**src/rtl/serialtx_if.sv**
```systemverilog
// Software-facing byte-write and status bundle of the serial transmitter.
// The master side writes bytes and enables the link; the slave side reports line and status flags.
interface serialtx_if;
    logic       ena;
    logic       wren;
    logic [7:0] din;
    logic       tx;
    logic       tbnf;
    logic       tf;
    logic       txi;
    logic       txor;

    modport master (
        output ena, wren, din,
        input  tx, tbnf, tf, txi, txor
    );

    modport slave (
        input  ena, wren, din,
        output tx, tbnf, tf, txi, txor
    );
endinterface

```
**src/rtl/serialtx.sv**
```systemverilog
// Framed serial transmitter: buffers bytes in a small FIFO, sends start/8 data LSB-first/stop,
// and closes each packet with a CRC-8 frame once the FIFO drains.
module serialtx #(
    parameter int         CLKS_PER_BIT = 16,
    parameter int         FIFO_DEPTH   = 4,
    parameter logic [7:0] CRC_POLY     = 8'h07
) (
    input  logic      clk,
    input  logic      reset,
    serialtx_if.slave bus
);
    localparam int BAUD_W = $clog2(CLKS_PER_BIT);
    localparam int PTR_W  = $clog2(FIFO_DEPTH);
    localparam int CNT_W  = PTR_W + 1;

    localparam logic [BAUD_W-1:0] BAUD_LAST = BAUD_W'(CLKS_PER_BIT - 1);
    localparam logic [BAUD_W-1:0] BAUD_ONE  = BAUD_W'(1);
    localparam logic [CNT_W-1:0]  CNT_FULL  = CNT_W'(FIFO_DEPTH);
    localparam logic [CNT_W-1:0]  CNT_ONE   = CNT_W'(1);
    localparam logic [PTR_W-1:0]  PTR_ONE   = PTR_W'(1);

    typedef enum logic [1:0] {
        IDLE,
        START,
        DATA,
        STOP
    } state_t;

    state_t            r_state;
    state_t            w_stateNext;
    logic [BAUD_W-1:0] r_baud;
    logic [BAUD_W-1:0] w_baudNext;
    logic [2:0]        r_bitIdx;
    logic [2:0]        w_bitIdxNext;
    logic [7:0]        r_shift;
    logic [7:0]        w_shiftNext;
    logic              r_isCrc;
    logic              w_isCrcNext;
    logic [7:0]        r_crc;
    logic [7:0]        w_crcNext;

    logic [7:0]        r_mem [FIFO_DEPTH];
    logic [PTR_W-1:0]  r_wrPtr;
    logic [PTR_W-1:0]  r_rdPtr;
    logic [CNT_W-1:0]  r_count;
    logic [CNT_W-1:0]  w_countNext;

    logic              w_full;
    logic              w_empty;
    logic              w_push;
    logic              w_drop;
    logic              w_pop;
    logic [7:0]        w_head;
    logic              w_txNext;
    logic              w_txiNext;

    logic              r_tx;
    logic              r_tbnf;
    logic              r_tf;
    logic              r_txi;
    logic              r_txor;

    // Whole-byte CRC-8 step (MSB-first, no reflection), applied once per popped byte.
    function automatic logic [7:0] crcByte(input logic [7:0] crcIn, input logic [7:0] data);
        logic [7:0] c;
        c = crcIn ^ data;
        for (int i = 0; i < 8; i++) begin
            c = c[7] ? ((c << 1) ^ CRC_POLY) : (c << 1);
        end
        return c;
    endfunction

    // Fullness uses the pre-edge count, so a same-cycle pop never makes room for a write.
    assign w_full  = (r_count == CNT_FULL);
    assign w_empty = (r_count == '0);
    assign w_push  = bus.ena & bus.wren & ~w_full;
    assign w_drop  = bus.ena & bus.wren & w_full;
    assign w_head  = r_mem[r_rdPtr];

    always_comb begin
        w_countNext = r_count;
        if (!bus.ena) begin
            w_countNext = '0;
        end else if (w_push && !w_pop) begin
            w_countNext = r_count + CNT_ONE;
        end else if (!w_push && w_pop) begin
            w_countNext = r_count - CNT_ONE;
        end
    end

    always_comb begin
        w_stateNext  = r_state;
        w_baudNext   = r_baud;
        w_bitIdxNext = r_bitIdx;
        w_shiftNext  = r_shift;
        w_isCrcNext  = r_isCrc;
        w_crcNext    = r_crc;
        w_pop        = 1'b0;
        w_txiNext    = 1'b0;

        if (!bus.ena) begin
            w_stateNext  = IDLE;
            w_baudNext   = '0;
            w_bitIdxNext = '0;
            w_isCrcNext  = 1'b0;
            w_crcNext    = '0;
        end else begin
            unique case (r_state)
                IDLE: begin
                    if (!w_empty) begin
                        w_pop       = 1'b1;
                        w_shiftNext = w_head;
                        w_crcNext   = crcByte(r_crc, w_head);
                        w_isCrcNext = 1'b0;
                        w_baudNext  = '0;
                        w_stateNext = START;
                    end
                end
                START: begin
                    if (r_baud == BAUD_LAST) begin
                        w_baudNext   = '0;
                        w_bitIdxNext = '0;
                        w_stateNext  = DATA;
                    end else begin
                        w_baudNext = r_baud + BAUD_ONE;
                    end
                end
                DATA: begin
                    if (r_baud == BAUD_LAST) begin
                        w_baudNext = '0;
                        if (r_bitIdx == 3'd7) begin
                            w_stateNext = STOP;
                        end else begin
                            w_bitIdxNext = r_bitIdx + 3'd1;
                            w_shiftNext  = {1'b0, r_shift[7:1]};
                        end
                    end else begin
                        w_baudNext = r_baud + BAUD_ONE;
                    end
                end
                STOP: begin
                    if (r_baud != BAUD_LAST) begin
                        w_baudNext = r_baud + BAUD_ONE;
                    end else begin
                        w_baudNext = '0;
                        // Back-to-back frames: the next byte (or the CRC) starts with no idle gap.
                        if (r_isCrc) begin
                            w_stateNext = IDLE;
                            w_isCrcNext = 1'b0;
                            w_crcNext   = '0;
                            w_txiNext   = 1'b1;
                        end else if (!w_empty) begin
                            w_pop       = 1'b1;
                            w_shiftNext = w_head;
                            w_crcNext   = crcByte(r_crc, w_head);
                            w_stateNext = START;
                        end else begin
                            w_shiftNext = r_crc;
                            w_isCrcNext = 1'b1;
                            w_stateNext = START;
                        end
                    end
                end
                default: begin
                    w_stateNext = IDLE;
                end
            endcase
        end
    end

    // The line level is registered from the state being entered, so tx follows the FSM edge-for-edge.
    always_comb begin
        w_txNext = 1'b1;
        unique case (w_stateNext)
            START:   w_txNext = 1'b0;
            DATA:    w_txNext = w_shiftNext[0];
            default: w_txNext = 1'b1;
        endcase
    end

    always_ff @(posedge clk or posedge reset) begin
        if (reset) begin
            r_state  <= IDLE;
            r_baud   <= '0;
            r_bitIdx <= '0;
            r_shift  <= '0;
            r_isCrc  <= 1'b0;
            r_crc    <= '0;
            r_tx     <= 1'b1;
            r_tbnf   <= 1'b1;
            r_tf     <= 1'b1;
            r_txi    <= 1'b0;
            r_txor   <= 1'b0;
        end else begin
            r_state  <= w_stateNext;
            r_baud   <= w_baudNext;
            r_bitIdx <= w_bitIdxNext;
            r_shift  <= w_shiftNext;
            r_isCrc  <= w_isCrcNext;
            r_crc    <= w_crcNext;
            r_tx     <= w_txNext;
            r_tbnf   <= (w_countNext != CNT_FULL);
            r_tf     <= (w_stateNext == IDLE) && (w_countNext == '0);
            r_txi    <= w_txiNext;
            r_txor   <= w_drop;
        end
    end

    always_ff @(posedge clk or posedge reset) begin
        if (reset) begin
            r_wrPtr <= '0;
            r_rdPtr <= '0;
            r_count <= '0;
        end else begin
            r_count <= w_countNext;
            if (!bus.ena) begin
                r_wrPtr <= '0;
                r_rdPtr <= '0;
            end else begin
                if (w_push) begin
                    r_wrPtr <= r_wrPtr + PTR_ONE;
                end
                if (w_pop) begin
                    r_rdPtr <= r_rdPtr + PTR_ONE;
                end
            end
        end
    end

    always_ff @(posedge clk) begin
        if (w_push) begin
            r_mem[r_wrPtr] <= bus.din;
        end
    end

    assign bus.tx   = r_tx;
    assign bus.tbnf = r_tbnf;
    assign bus.tf   = r_tf;
    assign bus.txi  = r_txi;
    assign bus.txor = r_txor;
endmodule
```
**src/flat_wrapper.sv**
```systemverilog
// flat-port wrapper written by rule: the top's interface ports become plain ports
module serialtx_flat 
#(
    parameter int         CLKS_PER_BIT = 16,
    parameter int         FIFO_DEPTH   = 4,
    parameter logic [7:0] CRC_POLY     = 8'h07
)
  (clk, reset, bus_ena, bus_wren, bus_din, bus_tx, bus_tbnf, bus_tf, bus_txi, bus_txor);
  serialtx_if bus_i ();
  input  logic clk;
  input  logic reset;
  input wire logic [$bits(bus_i.ena)-1:0] bus_ena;
  input wire logic [$bits(bus_i.wren)-1:0] bus_wren;
  input wire logic [$bits(bus_i.din)-1:0] bus_din;
  output wire logic [$bits(bus_i.tx)-1:0] bus_tx;
  output wire logic [$bits(bus_i.tbnf)-1:0] bus_tbnf;
  output wire logic [$bits(bus_i.tf)-1:0] bus_tf;
  output wire logic [$bits(bus_i.txi)-1:0] bus_txi;
  output wire logic [$bits(bus_i.txor)-1:0] bus_txor;
  assign bus_i.ena = bus_ena;
  assign bus_i.wren = bus_wren;
  assign bus_i.din = bus_din;
  assign bus_tx = bus_i.tx;
  assign bus_tbnf = bus_i.tbnf;
  assign bus_tf = bus_i.tf;
  assign bus_txi = bus_i.txi;
  assign bus_txor = bus_i.txor;
  serialtx #(.CLKS_PER_BIT(CLKS_PER_BIT), .FIFO_DEPTH(FIFO_DEPTH), .CRC_POLY(CRC_POLY)) u_core (.clk(clk), .reset(reset), .bus(bus_i));
endmodule
```
**config.mk**
```make
export PLATFORM = sky130hd
export DESIGN_NAME = serialtx_flat
export DESIGN_NICKNAME = d
export VERILOG_FILES = /design/src/rtl/serialtx_if.sv /design/src/rtl/serialtx.sv /design/src/flat_wrapper.sv
export SDC_FILE = /design/constraint.sdc
export NUM_CORES = 1
export LEC_CHECK = 0
export CORE_MARGIN = 5
export CORE_UTILIZATION = 30
export CTS_CLUSTER_DIAMETER = 30
export CTS_CLUSTER_SIZE = 20
export DETAILED_ROUTE_END_ITERATION = 10
export PLACE_DENSITY = 0.45
export SLEW_MARGIN = 20
export SYNTH_ARGS = -nofsm -noshare
export SYNTH_HDL_FRONTEND = slang
export SYNTH_SLANG_ARGS = --single-unit
export TNS_END_PERCENT = 5
```
**constraint.sdc**
```tcl
create_clock -name clk -period 4 [get_ports clk]
set_input_delay 0.8 -clock clk [delete_from_list [all_inputs] [get_ports clk]]
set_output_delay 0.8 -clock clk [all_outputs]
set_load 0.1 [all_outputs]
```
======== Word-level counts from Yosys, hierarchy flattened ========
Memories as Yosys holds them, arrays and structs flattened.
Cells that the tools add are included.
operators by class
  $add $sub $neg .......................... 6
  eq/ne operators ......................... 24
  muxes and demuxes ....................... 64
  bitwise logic cells ..................... 13
  reductions and logical operators ........ 15
operator list
  kind                   count
  $mux W8                10
  $mux W3                15
  $not A3 Y3             8
  $pmux W8 S3            1
  $mux W2                10
  $mux W1                17
  $mux W4                4
  $pmux W8 S2            1
  $ne A3 B3 Y1 const B   4
  $pmux W4 S3            1
  $ne A2 B2 Y1 const B   4
  $pmux W2 S4            1
  $xor A8 B8 Y8          1
  $reduce_and A7 Y1      1
  $add A3 B1 Y3 const B  2
  $eq A2 B2 Y1 const B   3
  $eq A3 B3 Y1 const B   2
  $logic_not A3 Y1       2
  $ne A2 B1 Y1 const B   3
  $ne A3 B1 Y1 const B   2
  $ne A3 B2 Y1 const B   2
  $pmux W1 S2            3
  $pmux W3 S2            1
  $add A2 B1 Y2 const B  2
  other kinds (15)       22
storage, ports and cells
  register bits ........................... 38
  RAM bits ................................ 32
  input bits .............................. 12
  output and inout port bits .............. 5
  logic and storage cells ................. 138
  memories kept ........................... 1
memories
  name          words  bits a word  read ports  clocked after memory_dff  wr ports  RTL line        RTL
  u_core.r_mem  4      8            1           0                         1         serialtx.sv:42  logic [7:0] r_mem [FIFO_DEPTH];

======== Depth between registers and ports, before layout ========
Gate-level depths: netlist of run 1.
An unclocked memory read counts as a cell.
  depth after elaboration ................. 23
  depth in mapped cells ................... 10
  depth with buffers taken out ............ 8

======== Worst setup path before layout of run 1 ========
Ideal clock, no wire load.
  kind .................................... reg2reg
  start point ............................. register u_core.r_rdPtr[0]
  end point ............................... register u_core.r_crc[5]
  setup time .............................. 126 ps
  arrival time ............................ 1933 ps
  required time ........................... 3874 ps
  setup slack ............................. 1941 ps
  cell stages (with the launch flop) ...... 8
  buffers on the path ..................... 1
  period minus slack after synthesis ...... 2059 ps
  cell sequence ........................... dfrtp_1 > buf_6 > mux4_2 > xnor2_2 > xnor2_1 > xor2_1 > nor3_1 > a221o_1
between the ends
  longest elaborated chain between the ends .. 12
RTL lines
  item                    RTL line                          RTL
  start, declared         serialtx.sv:44                    logic [PTR_W-1:0] r_rdPtr;
  start signal, assigned  serialtx.sv:224                   r_rdPtr <= r_rdPtr + PTR_ONE;
  $mem_v2 Z4 W8 (*)       --
  $xor A8 B8 Y8 (*)       serialtx.sv:66                    c = crcIn ^ data;
  $mux W3                 serialtx.sv:68                    c = c[7] ? ((c << 1) ^ CRC_POLY) : (c << 1);
  $not A3 Y3 (no line)    --
  $mux W3                 serialtx.sv:68
  $not A3 Y3 (no line)    --
  $mux W3 (*)             serialtx.sv:68
  $mux W8 (*)             serialtx.sv:110, serialtx.sv:152
  $mux W8                 serialtx.sv:147                   if (r_isCrc) begin
  $mux W8                 serialtx.sv:142                   if (r_baud != BAUD_LAST) begin
  $pmux W8 S2 (*)         serialtx.sv:108                   unique case (r_state)
  $mux W8 (*)             serialtx.sv:101                   if (!bus.ena) begin
  end signal, assigned    serialtx.sv:200                   r_crc <= w_crcNext;
  end, declared           serialtx.sv:39                    logic [7:0] r_crc;
Mark *: on every way between the ends. The rest lies on a longest branch, timed or not. The select of a mux whose other input is x is not followed.
A chain may end at the register's enable or synchronous reset.

======== Worst setup path after layout of run 1 ========
  start point ............................. input bus_ena
  end point ............................... register u_core.r_shift[7]
between the ends
  longest elaborated chain between the ends .. 1
RTL lines
  item                         RTL line            RTL
  start, declared              flat_wrapper.sv:12  input wire logic [$bits(bus_i.ena)-1:0] bus_ena;
  $reduce_and A7 Y1 (no line)  --
  end signal, assigned         serialtx.sv:198     r_shift <= w_shiftNext;
  end, declared                serialtx.sv:35      logic [7:0] r_shift;
Every way passes these cells.

==> metrics.txt, run 1 <==
clk slew on worst S/H paths=60 ps; number of synthesized register bits=70; commonest cells after routing, fill and taps aside=36 x nand2_1, 35 x dfrtp_1, 32 x edfxtp_1, 22 x nor2_1, 22 x o21ai_0; RSZ-0062 raised after global routing=false; maximum clock frequency=351 MHz; final WL=7450 µm; GR Util All Layers=11.2%; leading area contributor after synthesis=edfxtp_1; CP Cell Sequence=clkdlybuf4s50_1 > inv_1 > a21oi_1 > nand3_1 > a221oi_1 > a21oi_1; PortBufs=16; Final min period=approximately 2900 ps; CP max-delay cell=clkdlybuf4s50_1; Synth Net Count=330; antenna violations before repair=0; IO Pins=17; maxcap violations=0; Die Ht=between 100 and 150 µm; CP Capture Type=flip-flop; CP most frequent cell=a21oi_1; Yosys cell types=51; Slew HR=35.0%; Site Rows=40; drt first pass iters=5; YS warnings=0; hold buffer count at CTS=0; core area=roughly 12000 µm²; Top FF cell, synth=dfrtp_1; critical path arrival=3050 ps; pins over their slew limit=0; share of the synthesized area in the top cell type=26.5%; Clock Skews=4.79 ps; synthesized area=approximately 3600 µm²; clock latency at the later pin of the worst-skew pair=about 330 ps; # resized after CTS=0; CTS Buffer Depth=2; starting density of the core=between 30% and 40%; n_diodes=0; worst setup path class=input port to flip-flop; Syn-to-layout area delta=15.6%; status=complete, no violations; slowest cell delay on critical path=about 800 ps; Post-synth EDFFs=32; fraction of layout cells with a size suffix above 1=between 10% and 20%; endpoints failing hold=0; # fillers=~1200; register area share after synthesis=~53%; largest net degree at the start of global routing=27; die area=between 10000 and 15000 µm²; CTS sink cnt=70; Inserted Clock Buffers=9; async set-reset flop share out of synthesis=a little over half; FF-to-FF setup slack=1460 ps; DIE WIDTH=120 µm; P_leak=between 1.5 and 2 nW; Syn Inst Count=around 300; first-pass GRT wire length=12500 µm; top cells by area, synth=edfxtp_1 26%, dfrtp_1 24%, mux4_2 5.0%; placer congestion estimate=roughly 0.75; CP Max Fanout=14; setup tns final=0 ps; Iter 0 DRT Violations=approximately 100; gr ovfl total=0; DRC violations left=0; CTS tree=built; total power=3.04 mW; Critical Path Start Type=input port; required time of the critical path=4200 ps; vias per std cell=approximately 5.0; Post-CTS Setup Bufs=0; H-tree levels=3; Post-DP HPWL=about 5300 µm; vias in the first global route=roughly 2300; Root Driver=clkbuf_16; wire per inst=~16 µm; syn avg cell area=about 12 µm²; min-delay worst type=flip-flop to flip-flop; endpoints failing setup=0; PD cells=724 nW/µm²; Antenna Nets Post-Route=0; total number of vias=approximately 2400; maximum vdd ir drop=0.235 mV; Final #Nets=349; Worst-Margin Slew=972 ps; Final Cycle Share=between 70% and 80%; commonest non-fill, non-tap cell in the layout=nand2_1
cell families (layout without fill, tap and decap cells):
logic type / after synthesis / count (layout) / share of synthesized area (%)
flops: 70 / 70 / 52.8
xor+xnor: 24 / 24 / 8.18
fa+ha+maj: 16 / 16 / 5.38
buf+inv: 23 / 47 / 3.14
simple gates: 94 / 94 / 12.1
compound gates: 69 / 69 / 13.4
mux: 8 / 8 / 4.97
cell type report:
cell class / count / area, µm² / area share (%)
clock inverters: 7 / 50.0 / 1.19
clock buffers: 9 / 225 / 5.37
flip-flops and latches: 70 / 1920 / 45.7
repair buffers: 17 / 168 / 4.00
well taps: 147 / 184 / 4.39
inverters: 14 / 52.6 / 1.25
multi-input cells: 211 / 1600 / 38.1
path summary, 6_finish.rpt:
path,start,depth (start not counted),endpoint
max in group asynchronous,reset,3,u_core.r_shift[1]$_DFFE_PP0P_
min in group asynchronous,reset,2,u_core.r_crc[4]$_DFFE_PP0P_
worst max-delay path,bus_ena,6,u_core.r_shift[7]$_DFFE_PP0P_
worst min register to register,u_core.r_shift[5]$_DFFE_PP0P_,2,u_core.r_shift[5]$_DFFE_PP0P_
worst max register to register,u_core.r_count[0]$_DFF_PP0_,8,u_core.bus.tf$_DFF_PP1_
worst min-delay path,u_core.r_shift[5]$_DFFE_PP0P_,2,u_core.r_shift[5]$_DFFE_PP0P_
synthesized netlist by cell type, types with 3 or more instances:
master	n
a21oi_1	11
nand2_1	36
and3_1	6
a222oi_1	6
clkbuf_1	4
ha_1	14
xor2_1	3
nand3_1	7
a21o_1	4
o21ai_0	22
nor2_1	22
nor3_1	5
inv_1	14
xnor2_2	7
a32o_1	3
mux4_2	8
nand4_1	6
xnor2_1	12
edfxtp_1	32
dfrtp_1	35
dfstp_2	3
stage by stage:
stage / std cells / worst slack [ps] / util, % / hold WS (ps) / instance area, µm²
after floorplan: 304 / 1940 / - / 449 / 3630
after global placement: 459 / 865 / 32.9 / 466 / 3920
after detailed placement: 459 / 802 / 32.9 / 471 / 3920
after CTS: 475 / 1150 / 35.2 / 485 / 4190
after global routing: 475 / 877 / 35.2 / 497 / 4190
final: 475 / 1150 / 35.2 / 487 / 4190
routing by layer:
metal	track usage, %	routed length (µm)	share of wire, %
met1	14.7	3600	48
met5	0	0	0
met2	17.5	3480	47
met3	3.11	269	3.6
met4	4.08	97	1.3
sequential cells by signal, summed over array words and instances, names as in the netlist, 3 cells and up:
signal           flops
u_core.r_count       3
u_core.r_bitIdx      3
u_core.r_baud        4
u_core.r_crc         8
u_core.r_mem        32
u_core.r_shift       8
power breakdown:
group / internal, mW / switching, mW / leakage [nW] / total (mW)
clock network: 0.420 / 0.311 / 0.129 / 0.731
logic: 0.548 / 0.773 / 0.728 / 1.32
registers: 0.880 / 0.103 / 0.794 / 0.984
total: 1.85 / 1.19 / 1.65 / 3.04
worst max-delay path, delay by kind of cell:
kind	cells	cell delay, ps
AO/OA/AOI/OAI	3	690
buffers and inverters	2	1160
AND/OR/NAND/NOR	1	380
(Power assumes the default switching activity.)
==> inputs of run 2 (changes only) <==
- clock period: 4 -> 2.8 ns (I/O delays scaled with it)
==> run 2 against run 1 <==
Die area unchanged. Core utilization rose by 1.0 points. Sequential share of layout area fell by 1.3 points. Power rose by 50%. Clock skew rose by 4.0 ps. Highest routed layer unchanged.
==> metrics.txt, run 2 (synthesized netlist as in run 1, its figures left out) <==
DRC violations left=0 (unchanged); placed cell area=4000 µm² (+2.2%); CP max-delay cell=mux4_2; Final Cycle Share=between 80% and 90%; FF-to-FF setup slack=520 ps (-940 ps); Critical Path Start Type=flip-flop; endpoints failing setup=0 (unchanged); Worst R2R End=u_core.r_crc[7]$_DFFE_PP0P_; Worst-Margin Slew=529 ps (-443 ps); Syn-to-layout area delta=18.9%; critical path arrival=2500 ps (-550 ps); die area=14400 µm² (unchanged); worst setup path class=flip-flop to flip-flop; Site Rows=40 (unchanged); vias in the first global route=2525 (+8.5%); status=complete, no violations; Slew HR=64.6% (+30 points); GR Util All Layers=11.2% (+0.086 points); Final Util=36.2% (+1.0 points); antenna violations before repair=0 (unchanged); hold path startpoint=u_core.r_shift[5]$_DFFE_PP0P_; fraction of layout cells with a size suffix above 1=17.3% (+4.8 points); endpoints failing hold=0 (unchanged); slowest cell delay on critical path=560 ps (-230 ps); hold buffer count at CTS=0 (unchanged); Worst Hold Depth=2 (unchanged); PD cells=1060 nW/µm² (+46%); P_leak=1.74 nW (+5.6%); min-delay worst type=flip-flop to flip-flop; Top Registers=u_core.r_mem (32), u_core.r_crc (8), u_core.r_shift (8); Die Ht=120 µm (unchanged); core area=11900 µm² (unchanged); CP Depth=7 (+1); Post-CTS Setup Bufs=0 (unchanged); Iter 0 DRT Violations=164 (+58%); fin cells=488 (+2.7%); PortBufs=16 (unchanged); max FFs per register=32 (unchanged); CTS sink cnt=70 (unchanged); Largest Register=u_core.r_mem; CP Capture Type=flip-flop; setup tns final=0 ps (unchanged); reg-to-reg startpoint=u_core.r_rdPtr[0]$_DFFE_PP0P_; CP Max Fanout=5 (-9); DIE WIDTH=120 µm (unchanged); # resized after CTS=0 (unchanged); maxcap violations=0 (unchanged); drt first pass iters=5 (unchanged); Register-to-Register Path Depth=7 (-1); clock latency at the later pin of the worst-skew pair=330 ps (about the same); required time of the critical path=3020 ps (-1180 ps); Final min period=around 2300 ps; Inst Count DP=472 (+2.8%); Final #Nets=362 (+3.7%); clk slew on worst S/H paths=60 ps (about the same); gr ovfl total=0 (unchanged); pre-CTS setup slack=284 ps (-518 ps); CTS Buffer Depth=2 (unchanged); Root Driver=clkbuf_16; WHS Endpoint=u_core.r_shift[5]$_DFFE_PP0P_; vias per std cell=4.94 (-1.6%); placer congestion estimate=0.755 (+0.60%); first-pass GRT wire length=12900 µm (+2.8%); commonest non-fill, non-tap cell in the layout=nand2_1; commonest cells after routing, fill and taps aside=36 x nand2_1, 35 x dfrtp_1, 32 x edfxtp_1, 22 x nor2_1, 22 x o21ai_0; wire per inst=15.1 µm (-3.5%); Post-DP HPWL=5370 µm (+1.1%); post-route cell area=4310 µm² (+2.9%); Antenna Nets Post-Route=0 (unchanged); critical path's top delay family=XOR/XNOR gates; H-tree levels=3 (unchanged); starting density of the core=30.5% (unchanged); CP Cell Sequence=buf_4 > mux4_2 > xnor3_2 > xnor2_1 > o21ai_1 > nand2_1 > a21o_1; final WL=7380 µm (-0.85%); RSZ-0062 raised after global routing=false; largest net degree at the start of global routing=39 (+44%); WP buf/inv=1 (-1); setup ws final=518 ps (-631 ps); pins over their slew limit=0 (unchanged); n_diodes=0 (unchanged); total number of vias=2410 (+1.1%); Clock Skews=8.79 ps (+4.00 ps); IO Pins=17 (unchanged); Inserted Clock Buffers=9 (unchanged); maximum clock frequency=between 400 and 500 MHz; maximum vdd ir drop=0.400 mV (+70%); CTS tree=built
==> run 2: how the worst max path moves through the flow <==
stage	from	to	slack, ps
6_report	u_core.r_rdPtr[0]$_DFFE_PP0P_	u_core.r_crc[7]$_DFFE_PP0P_	520
5_1_grt	u_core.r_rdPtr[0]$_DFFE_PP0P_	u_core.r_crc[5]$_DFFE_PP0P_	390
4_1_cts	u_core.r_rdPtr[0]$_DFFE_PP0P_	u_core.r_crc[7]$_DFFE_PP0P_	480
3_5_place_dp	bus_ena	u_core.bus.tf$_DFF_PP1_	280
3_3_place_gp	bus_ena	u_core.bus.tf$_DFF_PP1_	330
2_1_floorplan	u_core.r_rdPtr[0]$_DFFE_PP0P_	u_core.r_crc[5]$_DFFE_PP0P_	740
==> run 2: layout make-up <==
type,instances,area (µm²)
clock inverters,7,86.3
multi-input cells,211,1600
inverters,14,52.6
clock buffers,9,225
well taps,147,184
flip-flops and latches,70,1920
fillers,1212,7600
repair buffers,30,253
==> run 2: power by group <==
part	total (mW)	leakage (nW)	internal [mW]	switching, mW
Combinational	1.96	0.799	0.848	1.11
Clock	1.20	0.151	0.712	0.490
Sequential	1.39	0.794	1.26	0.132
Total	4.55	1.74	2.82	1.74
==> run 2: routing by layer <==
metal  vias to the layer above  global-route usage (%)  part of all wire, %
li1                       1194                       -                    -
met3                         5                    3.35                  4.1
met1                      1164                    15.2                   46
met4                         0                    2.79                  1.0
met2                        47                    17.7                   49
met5                         -                       0                    0
==> run 2: per-stage QoR <==
stage / power, mW / hold WS [ps]
2_1_floorplan: 2.96 / 449
3_3_place_gp: 3.40 / 470
3_5_place_dp: 3.41 / 475
4_1_cts: 4.63 / 489
5_1_grt: 4.91 / 516
6_report: 4.55 / 487
==> run 2: worst min-delay path: cells and delay by family (launching register included) <==
family,cells,cell delay [ps]
flops,1,340
compound gates,1,60
simple gates,1,40
